$ cat src/rtl/conv_pkg.sv
// conv_pkg: shared constants and helpers for the K=7 rate-1/2 convolutional
// encoder (TX) and its matching Viterbi decoder (RX).
//   G0, G1      : generator polynomials (octal 133 / 171)
//   rate_t      : rate codes as carried on the 2-bit rate port
//   keep_mask   : 802.11 puncture pattern, returns {keep_a, keep_b}
//   phase_last  : final puncture phase before wrap for a given rate
package conv_pkg;

    localparam logic [6:0] G0 = 7'o133;
    localparam logic [6:0] G1 = 7'o171;

    typedef enum logic [1:0] {
        RATE_1_2  = 2'd0,
        RATE_2_3  = 2'd1,
        RATE_3_4  = 2'd2,
        RATE_RSVD = 2'd3
    } rate_t;

    function automatic logic [1:0] keep_mask(input rate_t r, input logic [1:0] ph);
        logic [1:0] keep;
        keep = 2'b11;
        case (r)
            RATE_2_3: keep = (ph == 2'd0) ? 2'b11 : 2'b10;
            RATE_3_4: begin
                case (ph)
                    2'd1:    keep = 2'b10;
                    2'd2:    keep = 2'b01;
                    default: keep = 2'b11;
                endcase
            end
            default:  keep = 2'b11;
        endcase
        return keep;
    endfunction

    function automatic logic [1:0] phase_last(input rate_t r);
        logic [1:0] last;
        case (r)
            RATE_2_3: last = 2'd1;
            RATE_3_4: last = 2'd2;
            default:  last = 2'd0;
        endcase
        return last;
    endfunction

endpackage

$ cat src/rtl/conv_puncture_ser.sv
// conv_puncture_ser: 2-entry pending buffer and one-bit-per-cycle serializer
// for the punctured coded stream.
//   clock, reset (sync, active-low), enable : clocking and freeze control
//   a_bit, b_bit, keep_a, keep_b, push       : coded pair and puncture mask
//   out_bit, output_strobe                   : serial coded output
//   can_accept                               : buffer occupancy <= 1
module conv_puncture_ser (
    input  logic clock,
    input  logic reset,
    input  logic enable,
    input  logic a_bit,
    input  logic b_bit,
    input  logic keep_a,
    input  logic keep_b,
    input  logic push,
    output logic out_bit,
    output logic output_strobe,
    output logic can_accept
);

    logic [1:0] pend_q, pend_d;   // pend_q[0] is the head
    logic [1:0] cnt_q, cnt_d;
    logic       out_q, out_d;
    logic       strobe_q, strobe_d;

    always_comb begin
        pend_d   = pend_q;
        cnt_d    = cnt_q;
        out_d    = out_q;
        strobe_d = 1'b0;
        if (cnt_q != 2'd0) begin
            out_d    = pend_q[0];
            strobe_d = 1'b1;
            pend_d   = {1'b0, pend_q[1]};
            cnt_d    = cnt_q - 2'd1;
        end
        // push only happens with cnt_q <= 1, so the drain above has always
        // emptied the buffer and the new bits land at the head.
        if (push) begin
            case ({keep_a, keep_b})
                2'b11: begin pend_d = {b_bit, a_bit}; cnt_d = 2'd2; end
                2'b10: begin pend_d = {1'b0, a_bit};  cnt_d = 2'd1; end
                2'b01: begin pend_d = {1'b0, b_bit};  cnt_d = 2'd1; end
                default: ;
            endcase
        end
    end

    always_ff @(posedge clock) begin
        if (!reset) begin
            pend_q   <= '0;
            cnt_q    <= '0;
            out_q    <= 1'b0;
            strobe_q <= 1'b0;
        end else if (enable) begin
            pend_q   <= pend_d;
            cnt_q    <= cnt_d;
            out_q    <= out_d;
            strobe_q <= strobe_d;
        end
    end

    // The strobe register is frozen while disabled; gating it here hides it
    // so a held bit is presented exactly once, after enable returns.
    assign output_strobe = strobe_q & enable & reset;
    assign out_bit       = out_q & reset;
    assign can_accept    = (cnt_q <= 2'd1);

endmodule

$ cat src/rtl/conv_encoder.sv
// conv_encoder: K=7 rate-1/2 convolutional encoder with 802.11 puncturing
// (1/2, 2/3, 3/4) and serial coded output, A before B.
//   clock, reset (sync, active-low), enable : clocking and freeze control
//   rate, frame_start                       : rate latched on frame_start
//   in_bit, input_strobe, input_ready       : uncoded input handshake
//   out_bit, output_strobe                  : serial coded output
module conv_encoder
    import conv_pkg::*;
(
    input  logic       clock,
    input  logic       reset,
    input  logic       enable,
    input  logic [1:0] rate,
    input  logic       frame_start,
    input  logic       in_bit,
    input  logic       input_strobe,
    output logic       input_ready,
    output logic       out_bit,
    output logic       output_strobe
);

    logic [5:0] s_q, s_eff;
    logic [1:0] ph_q, ph_eff;
    rate_t      rate_q, rate_in, rate_eff;
    logic       fs_act, push, can_accept;
    logic [6:0] win;
    logic       a_bit, b_bit;
    logic [1:0] keep;

    assign fs_act      = enable & frame_start;
    assign input_ready = enable & reset & can_accept;
    assign push        = input_ready & input_strobe;

    // A frame_start coinciding with an accepted bit must encode that bit from
    // the cleared state, so the encoder works on "effective" values.
    always_comb begin
        rate_in = rate_t'(rate);
        if (rate_in == RATE_RSVD) rate_in = RATE_1_2;
        rate_eff = fs_act ? rate_in : rate_q;
        s_eff    = fs_act ? '0 : s_q;
        ph_eff   = fs_act ? '0 : ph_q;
        win      = {in_bit, s_eff[0], s_eff[1], s_eff[2], s_eff[3], s_eff[4], s_eff[5]};
        a_bit    = ^(win & G0);
        b_bit    = ^(win & G1);
        keep     = keep_mask(rate_eff, ph_eff);
    end

    always_ff @(posedge clock) begin
        if (!reset) begin
            s_q    <= '0;
            ph_q   <= '0;
            rate_q <= RATE_1_2;
        end else if (enable) begin
            rate_q <= rate_eff;
            if (push) begin
                s_q  <= {s_eff[4:0], in_bit};
                ph_q <= (ph_eff == phase_last(rate_eff)) ? 2'd0 : ph_eff + 2'd1;
            end else begin
                s_q  <= s_eff;
                ph_q <= ph_eff;
            end
        end
    end

    conv_puncture_ser u_ser (
        .clock         (clock),
        .reset         (reset),
        .enable        (enable),
        .a_bit         (a_bit),
        .b_bit         (b_bit),
        .keep_a        (keep[1]),
        .keep_b        (keep[0]),
        .push          (push),
        .out_bit       (out_bit),
        .output_strobe (output_strobe),
        .can_accept    (can_accept)
    );

endmodule

$ cat config.mk
export PLATFORM = sky130hd
export DESIGN_NAME = conv_encoder
export DESIGN_NICKNAME = d
export VERILOG_FILES = /design/src/rtl/conv_pkg.sv /design/src/rtl/conv_puncture_ser.sv /design/src/rtl/conv_encoder.sv
export SDC_FILE = /design/constraint.sdc
export NUM_CORES = 1
export LEC_CHECK = 0
export CORE_MARGIN = 4
export CORE_UTILIZATION = 58
export DETAILED_ROUTE_END_ITERATION = 8
export PLACE_DENSITY = 0.82
export SLEW_MARGIN = 0
export SYNTH_ARGS = -nofsm -noshare
export SYNTH_HDL_FRONTEND = slang
export SYNTH_SLANG_ARGS = --single-unit
$ cat constraint.sdc
create_clock -name clock -period 5.7 [get_ports clock]
set_clock_uncertainty 0.05 [all_clocks]
set_input_delay 1.14 -clock clock [delete_from_list [all_inputs] [get_ports clock]]
set_output_delay 1.14 -clock clock [all_outputs]
set_load 0.01 [all_outputs]
[Yosys cells after proc, flatten, opt, wreduce, memory -nomap -nowiden]
Index checks and enable logic that the tools add are counted.
Cells by class
  add/sub/neg operators: 2
  order comparisons: 1
  equality and inequality tests: 9
  multiplexer cells: 21
  bitwise gates (word level): 7
  reduce and logical (&&, ||, !) cells: 6
Operator list (count)
  $mux 2: 12
  $pmux 2 s2: 4
  $reduce_xor 7->1: 2
  $mux 6: 2
  $eq 2x2->1 const B: 5
  $and 1x1->1: 7
  $eq 2x1->1 const B: 3
  $pmux 2 s3: 1
  $add 2x1->2 const B: 1
  $eq 2x2->1: 1
  $le 2x1->1 const B: 1
  $logic_not 2->1: 1
  $mux 1: 2
  $reduce_and 2->1: 1
  $reduce_bool 2->1: 1
  $reduce_or 2->1: 1
  $sub 2x1->2 const B: 1
Word-level totals
  register bits: 16
  input port bits: 8
  output and inout bits: 3
  logic and storage cells: 53

[Longest topological paths before layout]
  depth in word-level cells: 11
  mapped depth: 11
  depth with buffers taken out: 10

[Modules after synthesis]
From an unflattened synthesis, not the netlist that was laid out.
Second synthesis, totals
  cells, all modules: 114
  area total of the unflattened synthesis: 999.7 sq um
Modules (own cells, without submodules)
  conv_encoder: instances 1, cells an instance 72, area an instance 623.1 sq um, sequential area each 200.2 sq um
  conv_puncture_ser: instances 1, cells an instance 42, area an instance 376.6 sq um, sequential area each 120.1 sq um

[Worst setup path after synthesis]
No wires, ideal clock.
  kind: input -> register
  from: in frame_start
  to: reg u_ser.pend_q[0]
  setup time: 0.069 ns
  arrival time: 2.717 ns
  required time: 5.581 ns
  slack: 2.864 ns
  stages: 11
  path buffers: 1
  cell sequence: nand2_2 buf_2 nor3b_1 a21oi_1 inv_1 ha_1 nor2_1 a21boi_1 nor2_2 o32a_1 o21ai_1
Between the ends
  elaborated cells on any way between the ends: 19
  classes of those cells: eq/ne (7); mux (8); bitwise (1); reduce/logical (3)
RTL lines
  start: declaration: line conv_encoder.sv:14  | input logic frame_start,
  $and 1x1->1 (*): line conv_encoder.sv:30  | assign fs_act = enable & frame_start;
  $mux 2 (*): line conv_encoder.sv:39  | rate_eff = fs_act ? rate_in : rate_q;
  via rate_eff[0]: line conv_encoder.sv:24  | rate_t rate_q, rate_in, rate_eff;
  $eq 2x2->1 or $eq 2x1->1 (tied branches): line conv_pkg.sv:22  | case (r)
  $pmux 2 s2 (*): line conv_pkg.sv:22
  $eq 2x1->1 or $eq 2x2->1 (tied branches): line conv_puncture_ser.sv:40  | case ({keep_a, keep_b})
  $pmux 2 s3 (*): line conv_puncture_ser.sv:40
  $mux 2 (*): line conv_puncture_ser.sv:39  | if (push) begin
  end signal: assignment: line conv_puncture_ser.sv:56  | pend_q <= pend_d;
  end: declaration: line conv_puncture_ser.sv:21  | logic [1:0] pend_q, pend_d;
Mark *: on every way through the listed nets, which the timed path passes. The rest lies on a longest branch.
A chain may end at the register's enable or synchronous reset.

[Worst setup path in the final report]
  from: in enable
  to: out input_ready
Between the ends
  cells in the longest elaborated chain, start to end: 2
Ends and longest elaborated chain
  start: declaration: line conv_encoder.sv:12  | input logic enable,
  $and 1x1->1 (2 in series): line conv_encoder.sv:31  | assign input_ready = enable & reset & can_accept;
  end: declaration: line conv_encoder.sv:17  | output logic input_ready,
No other way between the ends.

==> results.txt <==
* Setup bufs post-CTS: 0
- Via count of the routed design: 808
- Die extent in y: 48.5 microns
* Leak pwr: 0.451 nW
- Via count of the first global-routing pass: 756
- Quantity of gates resized following cts: 0
- CTS placed an instance of clkbuf_4 at the clock tree root.
* Leading cell types by total area after synthesis: dfxtp_1 34%, nor2_1 6.7%, ha_1 6.6%, a22oi_1 4.7%, nand2_1 3.9%
- Final GP Congestion: 0.863
* First-pass GRT wire length: 3260 microns
* Adder-cell share of the synthesized area: 0.0656
- The biggest area contributor in the post-synthesis netlist is dfxtp_1.
- Number of distinct library cells after synthesis: 40
- Critical path required time: 4510 ps
- On the worst path, the slowest cell contributes a delay of 750 ps.
- Ys flop type: dfxtp_1
- Maximum root-to-sink buffer count: 2
- Setup crit end kind: output port
- The final number of max-transition violations came to 0.
- Inserted Diodes: 0
- Initial standard-cell utilization of the core: 0.626
* Initial antenna violation count: 0
* Sequential-to-total area share from yosys stat: 0.336
- Multi-input logic area: 593 sq um
* Synth warn: 0
* Die extent in x: 48.5 microns
* Final cycle utilization of the critical path: 0.687
* Multiplexer share of the synthesized area: 0.0315
- For this run the aggregate overflow at the end of global routing stands at 0.
* Critical-path top delay cell: clkdlybuf4s50_1
- CTS built an H-tree with a depth of 1.
- Post-synthesis instance area: 953 sq um
- DRC violations left: 0
* Top-Level Pins: 11
- Core Area: 0.00152 sq mm
- Buffers inserted to repair hold after CTS numbered 0.
- Die outline area: 0.00236 sq mm
- Setup repair after global routing left no endpoint under its margin.
- Overall power: 232 uW
* Syn Area/Cell: 8.36 sq um
- Final number of hold-violating endpoints: 0
* Gr usage total: 0.170
* Syn_nets: 127
* Final-layout worst hold slack: 438 ps
- Of the total synthesized cell area, the portion taken by XOR and XNOR cells is 0.0604.
- Detailed placement finished with a half-perimeter wire length of 1430 microns.
- Standard-cell rows: 14
- Post-Synthesis Cells: 114
- The run finished with clean final reports.
- The layout has 115 filler cells.
- Launching element type of the critical path: input port
- Main combinational cell family by area after synthesis: simple AND/OR/NAND/NOR gates
- Post-DRT Antenna Nets: 0
- Buffers placed on the I/O ports in this run total 10.
- Fmax: 0.255 GHz
- Worst relative slew slack: 0.693
- Of the total synthesized cell area, the portion taken by AND, OR, NAND and NOR gates is 0.244.
- Dividing total power by cell area gives a power density of 213 mW/mm^2.
* Critical-path maximum fanout: 15
- Across the VDD grid, the largest voltage drop is 0.000148 V.
* Synthesized-area fraction occupied by ao, oa, aoi and oai cells: 0.220
- The synthesized design contains 0 enable-type register cells.
- Count of TritonRoute iterations in the first routing pass: 4
- Min Tclk post-route: 3920 ps
* Share of the synthesized area in the top cell type: 0.336
* Actual slew at the worst max-slew pin: 459 ps
- Largest net degree at the start of global routing: 16
* Layout cell share with drive strength beyond 1: 0.0968
- Counting every sink on the clock net gives 16.
- Setup Total Neg Slack: 0 ps
- Routed via count divided by cell count: 5.77
* Setup CP Type: in -> out
- Library cell appearing most often on the critical path: clkdlybuf4s50_1
* Most instantiated cells after synthesis: 17 x nor2_1, 16 x dfxtp_1, 10 x nand2_1
- Routed WL per cell: 13.5 microns
- Total of max-cap violations: 0
* Number of register bits inferred by synthesis: 16
* Worst hold path class: reg -> reg
- After detailed routing, the total wire length is 1890 microns.
* Synth async-reset ratio: 0
- Setup violations remaining at the end of the flow were counted as 0.
- In this run, the number of DRC markers left after iteration 0 of detailed routing was 33.
- TritonCTS created 3 clock buffers.
- The net count of the finished layout is 138.
- Clk slew on worst S/H paths: 100 ps
- The sequential cells in the finished layout cover a total of 320 sq um.
* TritonCTS clock tree: built
- At the worst endpoint, the arrival time is 2730 ps.
* Layout overhead on the synthesized area: 14.6%
- Measured on the finished design, the core utilization comes to 0.717.
- Leading cell type by number of instances after synthesis: nor2_1
- Clk_lat worst skew: 290 ps
- Series of cell instances along the critical path: clkdlybuf4s50_1 > and3b_1 > clkdlybuf4s50_1
final timing paths:
check | startpoint | end | slack (ps) | cells past startpoint
min | u_ser.strobe_q | u_ser.strobe_q | 440 | 2
max reg2reg | rate_q[0] | u_ser.pend_q[0] | 3840 | 8
max | enable | input_ready | 1780 | 3
min reg2reg | u_ser.strobe_q | u_ser.strobe_q | 440 | 2
metal layers:
metal  wire, microns  vias up  GRT usage
met2             904       10      0.270
met4              17        0     0.0538
met5               0        -          0
met1             917      372      0.227
met3              48        4     0.0368
li1                -      422          -
worst max-delay path: cells and delay by family:
kind                   cells  cell delay [ps]
buffers and inverters      2             1300
AND/OR/NAND/NOR            1              280
through the flow:
| stage | cells | area (sq um) | setup slack, ps |
|---|---|---|---|
| final | 140 | 1090 | 1780 |
| after global routing | 140 | 1090 | 1700 |
| after CTS | 140 | 1090 | 1790 |
| after detailed placement | 136 | 1060 | 1790 |
| after global placement | 136 | 1060 | 1830 |
| after floorplan | 114 | 953 | 2860 |
area by class of cell:
class / count / area share
Clock buffer: 4 / 0.0332
Tap cell: 16 / 0.0183
Multi-Input combinational cell: 88 / 0.543
Sequential cell: 16 / 0.293
Timing Repair Buffer: 10 / 0.0916
Inverter: 6 / 0.0206
cells by family (layout without fill, tap and decap cells):
logic type	Yosys count	count (layout)
muxes	3	3
buffers and inverters	10	20
adders and majority gates	5	5
AOI/OAI and AO/OA	29	29
xor gates and xnor gates	4	4
and+or+nand+nor	47	47
DFF	16	16
cell usage in the layout, fill, tap and decap left out, types with 2 or more instances in the layout:
master / n
nor2b_1: 2
nor3b_1: 3
clkdlybuf4s50_1: 10
nand2_2: 3
o22ai_1: 3
nand2_1: 10
nand2b_1: 3
ha_1: 5
clkbuf_4: 3
nor2_1: 17
o21ai_0: 2
and2_1: 4
mux2i_1: 3
a22oi_1: 6
o21ai_1: 2
inv_1: 5
a21oi_1: 4
dfxtp_1: 16
sequential cells by signal (all words and copies together) (netlist names):
register and flops:
ph_q 2, u_ser.out_q 1, u_ser.pend_q 2, u_ser.cnt_q 2, rate_q 2, u_ser.strobe_q 1
s_q 6
where the power goes:
group	switching [mW]	internal, mW	leakage, nW
Combinational	0.0204	0.0173	0.300
Sequential	0.00322	0.115	0.130
Clock	0.0370	0.0389	0.0210
Note: power is estimated with default switching activity, not from simulation.
